===== config.mk =====
export PLATFORM = sky130hd
export DESIGN_NAME = dram_wbl_row_writer
export DESIGN_NICKNAME = d
export VERILOG_FILES = /design/src/rtl/dram_wr_pkg.sv /design/src/rtl/dram_ser_phase.sv /design/src/rtl/dram_wbl_row_writer.sv
export SDC_FILE = /design/constraint.sdc
export NUM_CORES = 1
export LEC_CHECK = 0
export BUFFER_PORTS_ARGS = -buffer_cell sky130_fd_sc_hd__buf_2
export CORE_ASPECT_RATIO = 1.25
export CORE_MARGIN = 2
export CORE_UTILIZATION = 44
export CTS_BUF_LIST = sky130_fd_sc_hd__clkbuf_8
export CTS_CLUSTER_DIAMETER = 120
export DETAILED_ROUTE_END_ITERATION = 8
export GPL_TIMING_DRIVEN = 0
export HOLD_SLACK_MARGIN = 0.06
export PLACE_DENSITY_LB_ADDON = 0.3
export SYNTH_ARGS = -nofsm -noshare
export SYNTH_HDL_FRONTEND = slang
export SYNTH_HIERARCHICAL = 1
export SYNTH_SLANG_ARGS = --single-unit

===== constraint.sdc =====
create_clock -name CLK -period 2.75 [get_ports CLK]
set_input_delay 0.1375 -clock CLK [delete_from_list [all_inputs] [get_ports CLK]]
set_output_delay 0.1375 -clock CLK [all_outputs]
set_load 0.005 [all_outputs]

===== src/rtl/dram_wr_pkg.sv =====
// Shared types and default geometry for the 16-core DRAM word-line writer.
package dram_wr_pkg;

  localparam int CORES = 16;

  localparam int DEF_ROW_BITS = 64;
  localparam int DEF_ADDR_W   = 6;
  localparam int DEF_CLK_DIV  = 2;
  localparam int DEF_WR_PULSE = 4;

  typedef enum logic [2:0] {
    IDLE,
    CLR,
    SHIFT_D,
    SHIFT_A,
    DVLD,
    WRITE,
    DONE
  } state_t;

endpackage


===== src/rtl/dram_ser_phase.sv =====
// Serial slot phase counter: CLK_DIV low cycles then CLK_DIV high cycles per slot.
// hold freezes the counter (used to stretch the first low cycle during stalls).
module dram_ser_phase #(
  parameter int CLK_DIV = 2
) (
  input  logic clk,
  input  logic rst_n,
  input  logic en,
  input  logic hold,
  input  logic level_en,
  output logic level,
  output logic slot_end
);

  localparam int SLOT = 2 * CLK_DIV;
  localparam int CW   = $clog2(SLOT + 1);
  localparam logic [CW-1:0] CNT_LAST = CW'(SLOT - 1);
  localparam logic [CW-1:0] CNT_HIGH = CW'(CLK_DIV);

  logic [CW-1:0] cnt_reg;
  logic [CW-1:0] cnt_next;
  logic          level_reg;

  assign slot_end = en && !hold && (cnt_reg == CNT_LAST);
  assign level    = level_reg;

  always_comb begin
    cnt_next = cnt_reg;
    if (!en) begin
      cnt_next = '0;
    end else if (!hold) begin
      cnt_next = (cnt_reg == CNT_LAST) ? '0 : cnt_reg + 1'b1;
    end
  end

  // Level is computed from the next count so the serial clock is a clean flop output.
  always_ff @(posedge clk or negedge rst_n) begin
    if (!rst_n) begin
      cnt_reg   <= '0;
      level_reg <= 1'b0;
    end else begin
      cnt_reg   <= cnt_next;
      level_reg <= level_en && (cnt_next >= CNT_HIGH);
    end
  end

endmodule


===== src/rtl/dram_wbl_row_writer.sv =====
// Programs one word line into all 16 DRAM cores: serial data shift, serial row
// address shift, then DATA_VALID_IN and WRI_EN strobes.
module dram_wbl_row_writer
  import dram_wr_pkg::*;
#(
  parameter int ROW_BITS = DEF_ROW_BITS,
  parameter int ADDR_W   = DEF_ADDR_W,
  parameter int CLK_DIV  = DEF_CLK_DIV,
  parameter int WR_PULSE = DEF_WR_PULSE
) (
  input  logic              CLK,
  input  logic              RSTn,
  input  logic              start,
  input  logic [ADDR_W-1:0] row_addr,
  input  logic [CORES-1:0]  wdat,
  input  logic              wdat_valid,
  output logic              wdat_ready,
  output logic              busy,
  output logic              done,
  output logic [CORES-1:0]  DIN,
  output logic              CLK_spw,
  output logic              CLRb_spw,
  output logic              ADD_IN,
  output logic              ADD_VALID_IN,
  output logic              DATA_VALID_IN,
  output logic              WRI_EN
);

  localparam int BW = $clog2(ROW_BITS + 1);
  localparam int AW = $clog2(ADDR_W + 1);
  localparam int WW = $clog2(WR_PULSE + 1);
  localparam logic [BW-1:0] BIT_LAST  = BW'(ROW_BITS - 1);
  localparam logic [AW-1:0] ABIT_LAST = AW'(ADDR_W - 1);
  localparam logic [WW-1:0] WR_LAST   = WW'(WR_PULSE - 1);

  state_t            state_reg;
  logic [BW-1:0]     bit_cnt_reg;
  logic [AW-1:0]     abit_cnt_reg;
  logic [WW-1:0]     wr_cnt_reg;
  logic [ADDR_W-1:0] addr_sh_reg;
  logic [CORES-1:0]  din_reg;
  logic              wdat_ready_reg;
  logic              busy_reg;
  logic              done_reg;
  logic              clrb_reg;
  logic              add_in_reg;
  logic              add_valid_reg;
  logic              data_valid_reg;
  logic              wri_en_reg;

  logic hs;
  logic ph_en;
  logic ph_hold;
  logic slot_end;
  logic spw_level;

  assign hs      = wdat_ready_reg && wdat_valid;
  assign ph_en   = (state_reg == SHIFT_D) || (state_reg == SHIFT_A);
  // A slot waiting for its word sits frozen in its first low cycle.
  assign ph_hold = (state_reg == SHIFT_D) && wdat_ready_reg && !wdat_valid;

  // One phase counter serves both the data bit slots and the address bit slots.
  dram_ser_phase #(
    .CLK_DIV (CLK_DIV)
  ) u_phase (
    .clk      (CLK),
    .rst_n    (RSTn),
    .en       (ph_en),
    .hold     (ph_hold),
    .level_en (state_reg == SHIFT_D),
    .level    (spw_level),
    .slot_end (slot_end)
  );

  always_ff @(posedge CLK or negedge RSTn) begin
    if (!RSTn) begin
      state_reg      <= IDLE;
      bit_cnt_reg    <= '0;
      abit_cnt_reg   <= '0;
      wr_cnt_reg     <= '0;
      addr_sh_reg    <= '0;
      din_reg        <= '0;
      wdat_ready_reg <= 1'b0;
      busy_reg       <= 1'b0;
      done_reg       <= 1'b0;
      clrb_reg       <= 1'b1;
      add_in_reg     <= 1'b0;
      add_valid_reg  <= 1'b0;
      data_valid_reg <= 1'b0;
      wri_en_reg     <= 1'b0;
    end else begin
      if (hs) begin
        din_reg <= wdat;
      end
      case (state_reg)
        IDLE: begin
          if (start) begin
            state_reg   <= CLR;
            addr_sh_reg <= row_addr;
            busy_reg    <= 1'b1;
            clrb_reg    <= 1'b0;
          end
        end
        CLR: begin
          state_reg      <= SHIFT_D;
          clrb_reg       <= 1'b1;
          wdat_ready_reg <= 1'b1;
        end
        SHIFT_D: begin
          if (hs) begin
            wdat_ready_reg <= 1'b0;
          end
          if (slot_end) begin
            if (bit_cnt_reg == BIT_LAST) begin
              bit_cnt_reg   <= '0;
              state_reg     <= SHIFT_A;
              add_valid_reg <= 1'b1;
              add_in_reg    <= addr_sh_reg[ADDR_W-1];
              addr_sh_reg   <= addr_sh_reg << 1;
            end else begin
              bit_cnt_reg    <= bit_cnt_reg + 1'b1;
              wdat_ready_reg <= 1'b1;
            end
          end
        end
        SHIFT_A: begin
          if (slot_end) begin
            if (abit_cnt_reg == ABIT_LAST) begin
              abit_cnt_reg   <= '0;
              state_reg      <= DVLD;
              add_valid_reg  <= 1'b0;
              add_in_reg     <= 1'b0;
              data_valid_reg <= 1'b1;
            end else begin
              abit_cnt_reg <= abit_cnt_reg + 1'b1;
              add_in_reg   <= addr_sh_reg[ADDR_W-1];
              addr_sh_reg  <= addr_sh_reg << 1;
            end
          end
        end
        DVLD: begin
          state_reg      <= WRITE;
          data_valid_reg <= 1'b0;
          wri_en_reg     <= 1'b1;
          wr_cnt_reg     <= '0;
        end
        WRITE: begin
          if (wr_cnt_reg == WR_LAST) begin
            wr_cnt_reg <= '0;
            state_reg  <= DONE;
            wri_en_reg <= 1'b0;
            done_reg   <= 1'b1;
          end else begin
            wr_cnt_reg <= wr_cnt_reg + 1'b1;
          end
        end
        DONE: begin
          state_reg <= IDLE;
          done_reg  <= 1'b0;
          busy_reg  <= 1'b0;
        end
        default: begin
          state_reg <= IDLE;
        end
      endcase
    end
  end

  assign wdat_ready    = wdat_ready_reg;
  assign busy          = busy_reg;
  assign done          = done_reg;
  assign DIN           = din_reg;
  assign CLK_spw       = spw_level;
  assign CLRb_spw      = clrb_reg;
  assign ADD_IN        = add_in_reg;
  assign ADD_VALID_IN  = add_valid_reg;
  assign DATA_VALID_IN = data_valid_reg;
  assign WRI_EN        = wri_en_reg;

endmodule


==> impl_metrics.yaml, run 1 <==
critical_path:
  crit_required_ns: 2.94
  r2r_slack_ns: 0.34
  rr_startpoint: "state_reg[0]$_DFFE_PN0P_"
  path_max_fanout: 10
  r2r_end: "addr_sh_reg[1]$_DFFE_PN0P_"
  slowest_delay_ns: 0.42
  start_kind: "register"
  r2r_cells: 8
  worst_setup_path_end_kind: "register"
  critical_path_class: "reg2reg"
  path_cells: "buf_6 -> nor3b_1 -> and3b_1 -> inv_2 -> and3_2 -> a22o_1 -> o211ai_2 -> mux2_2"
  critPathArrivalTime_ns: 2.60
  cpMaxStageDelayCell: "dfrtp_1"
clocking:
  clockRootBuffer: "clkbuf_8"
  clk_pin_slew_ns: 0.09
  cts_num_sinks: 50
  htreeDepth: 2
  cts_resized: 0
  cts_buffer_depth: 2
  cts_buffers: 5
  clk_latency_ns: 0.30
  tritoncts: "yes"
sta:
  fin_crit_sh_pct: 87.70
  fmax_ghz: 0.4146
  relSlewSlack_pct: 27.67
  rsz0062_at_grt: "false"
  min_period_ns: 2.412
  setup_viol: 0
  tightest_slew_ns: 1.085
  hold_viol_final: 0
  timing.hold.ws_ns: 0.03705
  report.final.slew_viol_count: 0
  finClkSkew_ns: 0.003588
  setup-tns-final_ns: 0
hold_path:
  hp-class: "in2async"
job:
  maxCapViolations: 0
global_route:
  grt_usage_pct: 15.46
  grt_pass1_vias: 1618
  grt_max_degree: 51
  grt_overflow_total: 0
  antenna_found_initial: 0
  grt_pass1_wl_um: 7403
drt:
  wirelength_um: 4449
  drt-met1-wl_um: 1979
  wl_met3_um: 220
  viasPerCell: 5.277
  drc: 0
  first_pass_iters: 4
  drt_iter0_drc: 48
  wl_met2_um: 2217
  num_vias: 1694
  routed.top_layer: "met4"
  postRouteAntennaNets: 0
  wl_per_cell_um: 13.86
power:
  ir_drop_mv: 0.4951
  p_leak_nw: 1.320
  power_w: 0.002463
  power.density_nw_per_um2: 879.3
logic_synthesis:
  synth-edff-count: 0
  yosysSeqAreaShare_pct: 53.56
  async_reset_ff_share_pct: 100.0
  ys_types: 44
  synth_area_per_cell_sq_um: 11.87
  yosysWarnings: 6
  syn_inst: 197
  ys.flop_type: "dfrtp_1"
  synth_nets: 226
  synth-seq-cells: 50
  synth.cell_area_sq_um: 2338
die:
  rows: 29
  design.core.area_sq_um: 5116
  start_util_pct: 45.71
  dieHeight_um: 85.51
  die_w_um: 69.21
  die_area_sq_um: 5917
  pin_count: 51
cells_and_area:
  design_area_sq_um: 2801
  diodes: 0
  drive_above_1_share_pct: 40.93
  finalNetCount: 287
  finalNonFillerCells: 321
  largest_reg_flops: 16
  area_delta_synth_final_pct: 19.80
placement:
  dpl.hpwl_um: 3218
  place_area_sq_um: 2666
  placed_cells: 309
  port_buffers: 50
  gp_congestion: 0.7395
status:
  status: "complete, no violations"
-- placed cells by master (no fill, tap or decap), drive strengths merged, types with 4 or more instances in the layout --
cell type,synthesis,routed
nand2,19,19
clkbuf,0,6
nor2,8,8
nor2b,6,6
dlygate4sd3,0,4
dfrtp,49,49
nand2b,4,4
buf,7,57
inv,5,5
mux2,30,30
a21oi,7,7
o21ai,19,19
-- logic make-up (layout without fill, tap and decap cells) --
kind of cell	Yosys count	in the layout	share of synthesized area (%)
and+or+nand+nor	60	60	15.09
xor gates and xnor gates	3	3	1.124
DFF	50	50	53.56
buffers and inverters	12	74	3.584
adders and majority gates	3	3	1.605
muxes	31	31	14.87
AOI/OAI and AO/OA	38	38	10.17
-- metrics by stage --
stage	setup slack, ns	util (%)
after floorplan	0.6454	-
after global placement	0.3748	52.12
after detailed placement	0.3672	52.12
after CTS	0.3466	54.37
after global routing	0.2283	54.76
final	0.3382	54.76
-- synth_stat cells (2+ instances only) --
| cell type | count | area, sq um |
|---|---|---|
| nand2_1 | 19 | 71.32 |
| a21oi_1 | 7 | 35.03 |
| or3_1 | 3 | 18.77 |
| nand2b_1 | 4 | 25.02 |
| buf_6 | 4 | 45.04 |
| nand3_1 | 3 | 15.01 |
| nor2b_1 | 6 | 37.54 |
| nor2_1 | 8 | 30.03 |
| o21a_1 | 2 | 15.01 |
| inv_1 | 4 | 15.01 |
| ha_1 | 3 | 37.54 |
| and3_2 | 2 | 15.01 |
| xnor2_1 | 3 | 26.28 |
| o21ai_0 | 19 | 95.09 |
| a22o_1 | 3 | 26.28 |
| mux2_2 | 30 | 337.8 |
| buf_4 | 2 | 15.01 |
| dfrtp_1 | 49 | 1226 |
-- final cells by class --
type	instances	area (sq um)
Inverter	5	18.77
Sequential cell	50	1252
Fill cell	439	2315
Tap cell	62	77.57
Timing Repair Buffer	54	290.3
Buffer	7	65.06
Multi-Input combinational cell	135	1002
Clock buffer	6	82.58
Clock inverter	2	12.51
-- worst max-delay path by stage --
stage,slack (ns),endpoint,start,cells after the start
after detailed placement,0.37,addr_sh_reg[1]$_DFFE_PN0P_,state_reg[0]$_DFFE_PN0P_,8
final,0.34,addr_sh_reg[1]$_DFFE_PN0P_,state_reg[0]$_DFFE_PN0P_,8
after global routing,0.23,addr_sh_reg[1]$_DFFE_PN0P_,state_reg[0]$_DFFE_PN0P_,8
after global placement,0.37,addr_sh_reg[5]$_DFFE_PN0P_,state_reg[0]$_DFFE_PN0P_,8
after floorplan,0.65,addr_sh_reg[0]$_DFFE_PN0P_,state_reg[0]$_DFFE_PN0P_,8
after CTS,0.35,addr_sh_reg[1]$_DFFE_PN0P_,state_reg[0]$_DFFE_PN0P_,8
-- routing by layer --
metal	GRT usage (%)	up-vias
li1	-	815
met1	19.43	824
met2	27.71	51
met3	3.173	4
met4	3.209	0
met5	0	-
-- where the power goes --
| part | internal (W) | total [W] | switching [W] | leakage, nW |
|---|---|---|---|---|
| logic | 0.000491 | 0.000862 | 0.000370 | 0.657 |
| registers | 0.000999 | 0.00116 | 0.000159 | 0.615 |
| clock network | 0.000203 | 0.000443 | 0.000241 | 0.0472 |
| total | 0.00169 | 0.00246 | 0.000770 | 1.32 |
-- worst max-delay path, delay by kind of cell, from the launching register on --
kind                   cells  cell delay [ns]
AO/OA/AOI/OAI              2             0.42
buffers and inverters      2             0.22
flip-flops                 1             0.42
multiplexers               1             0.39
AND/OR/NAND/NOR            3             0.85
-- timing repair --
item / in CTS / in global routing
hold buffers: 2 / 2
setup endpoints to repair: 0 / 0
setup buffers: 0 / 0
endpoints found under the hold margin: 2 / 2
Power figures use the tool's default switching activity.
==> run 2, diff against run 1 <==
--- a/config.mk
+++ b/config.mk
@@ -10,3 +10,3 @@
 export CORE_MARGIN = 2
-export CORE_UTILIZATION = 44
+export CORE_UTILIZATION = 56
 export CTS_BUF_LIST = sky130_fd_sc_hd__clkbuf_8
@@ -17,2 +17,3 @@
 export PLACE_DENSITY_LB_ADDON = 0.3
+export SLEW_MARGIN = 20
 export SYNTH_ARGS = -nofsm -noshare
==> constraint.sdc (replaced) <==
create_clock -name CLK -period 2.75 [get_ports CLK]
set_input_delay 0.55 -clock CLK [delete_from_list [all_inputs] [get_ports CLK]]
set_output_delay 0.55 -clock CLK [all_outputs]
set_load 0.005 [all_outputs]
==> run 2 against run 1 <==
  * First-iteration DRC count up 17%
  * Worst setup slack about the same
  * Critical endpoint unchanged
  * Register-to-register slack about the same
  * Utilization up 13 points
  * Worst hold slack better by 0.22 ns
  * Sequential share of layout area up 0.48 points
  * Global-route usage up 5.3 points
  * Highest routed layer unchanged
  * Combinational power down 0.5%
  * Non-clock buffer count down 4
  * Clock-buffer cell count down 1
  * Wire length down 3.4%
==> impl_metrics.yaml, run 2 (synthesis gave the netlist of run 1 again) <==
global_route:
  grt_usage_pct: 20.80
  grt_overflow_total: 0
  grt_pass1_vias: 1770
  grt_pass1_wl_um: 7493
  grt_max_degree: 51
  antenna_found_initial: 0
placement:
  placed_cells: 303
  port_buffers: 50
  gp_congestion: 0.7996
  dpl.hpwl_um: 3151
  dpl_worst_slack_ns: 0.3688
hold_path:
  hp-class: "in2async"
critical_path:
  r2r_end: "addr_sh_reg[1]$_DFFE_PN0P_"
  critPathArrivalTime_ns: 2.60
  crit_required_ns: 2.94
  cp_num_buf_inv: 2
  crit_family: "simple AND/OR/NAND/NOR gates"
  rr_startpoint: "state_reg[0]$_DFFE_PN0P_"
  r2r_cells: 8
  cpMaxStageDelayCell: "dfrtp_1"
  worst_setup_path_end_kind: "register"
  startpoint: "state_reg[0]$_DFFE_PN0P_"
  r2r_slack_ns: 0.34
  slowest_delay_ns: 0.41
  critical_path_class: "reg2reg"
  path_max_fanout: 10
  start_kind: "register"
  path_cells: "buf_6 -> nor3b_1 -> and3b_1 -> inv_2 -> and3_2 -> a22o_1 -> o211ai_2 -> mux2_2"
cells_and_area:
  diodes: 0
  final_cell_mix: "buf_2 (50), dfrtp_1 (49), mux2_2 (30), nand2_1 (19), o21ai_0 (19)"
  area_delta_synth_final_pct: 18.51
  final_common_cell: "buf_2"
  finalNonFillerCells: 311
  finalNetCount: 283
  drive_above_1_share_pct: 41.18
  largest_reg_flops: 16
sta:
  fmax_ghz: 0.4146
  setup_viol: 0
  timing.hold.ws_ns: 0.2600
  relSlewSlack_pct: 59.58
  tightest_slew_ns: 0.6063
  min_period_ns: 2.412
  fin_ws_ns: 0.3383
  fin_crit_sh_pct: 87.70
  finClkSkew_ns: 0.004649
  hold_viol_final: 0
  report.final.slew_viol_count: 0
  rsz0062_at_grt: "false"
  setup-tns-final_ns: 0
power:
  p_int_w: 0.001756
  comb_power_share_pct: 34.1
  p_sw_w: 0.0007617
  p_leak_nw: 1.312
  swShare_pct: 30.26
  ir_drop_mv: 0.5929
  pwr-share-seq_pct: 45.8
  power.density_nw_per_um2: 908.3
  power_w: 0.002517
  power.share.clock_pct: 20.1
clocking:
  cts_buffer_depth: 2
  cts_resized: 0
  holdBufCountCts: 0
  clockRootBuffer: "clkbuf_8"
  cts_buffers: 5
  cts_num_sinks: 50
  post_cts_buffers: 0
  htreeDepth: 2
  clk_pin_slew_ns: 0.09
  tritoncts: "yes"
  clk_latency_ns: 0.30
drt:
  num_vias: 1680
  routed.top_layer: "met4"
  postRouteAntennaNets: 0
  drc: 0
  drt-met1-wl_um: 1799
  first_pass_iters: 4
  wl_per_cell_um: 13.82
  wirelength_um: 4299
  wl_met2_um: 2230
  wl_met3_um: 214
  drt_iter0_drc: 56
  viasPerCell: 5.402
die:
  design.core.area_sq_um: 4066
  start_util_pct: 57.51
  die_area_sq_um: 4712
  rows: 26
  pin_count: 51
  die_w_um: 61.80
  dieHeight_um: 76.25
job:
  maxCapViolations: 0
status:
  status: "complete, no violations"
-- run 2: routing by layer --
layer | global-route usage, % | vias to the layer above
li1 | - | 808
met3 | 5.433 | 6
met1 | 24.57 | 820
met2 | 35.16 | 46
met5 | 0 | -
met4 | 7.447 | 0
-- run 2: per-stage QoR --
| step | cell area, sq um | util (%) |
|---|---|---|
| floorplan | 2338 | - |
| global placement | 2659 | 65.38 |
| detailed placement | 2659 | 65.38 |
| CTS | 2769 | 68.09 |
| global route | 2771 | 68.15 |
| finish | 2771 | 68.15 |
-- run 2: how the worst max path moves through the flow --
stage          depth (start not counted)  slack [ns]                          to
2_1_floorplan                          8        0.65  addr_sh_reg[0]$_DFFE_PN0P_
3_3_place_gp                           8        0.37  addr_sh_reg[2]$_DFFE_PN0P_
3_5_place_dp                           8        0.37  addr_sh_reg[3]$_DFFE_PN0P_
4_1_cts                                8        0.35  addr_sh_reg[3]$_DFFE_PN0P_
5_1_grt                                8        0.15  addr_sh_reg[1]$_DFFE_PN0P_
6_report                               8        0.34  addr_sh_reg[1]$_DFFE_PN0P_
-- run 2: cell type report --
type | instances | area, sq um
buffer | 7 | 65.06
sequential | 50 | 1252
clock inverter | 3 | 41.29
tap | 56 | 70.07
timing repair buffer | 50 | 252.7
multi-input combinational | 135 | 1002
fill | 329 | 1295
inverter | 5 | 18.77
clock buffer | 5 | 68.82
-- run 2: power by group through the flow --
stage          Sequential [W]  Clock (W)  Combinational [W]
3_5_place_dp          0.00117          0           0.000867
4_1_cts               0.00115   0.000516           0.000870
5_1_grt               0.00119   0.000543           0.000955
3_3_place_gp          0.00116          0           0.000839
2_1_floorplan         0.00116          0           0.000567
6_report              0.00115   0.000506           0.000858
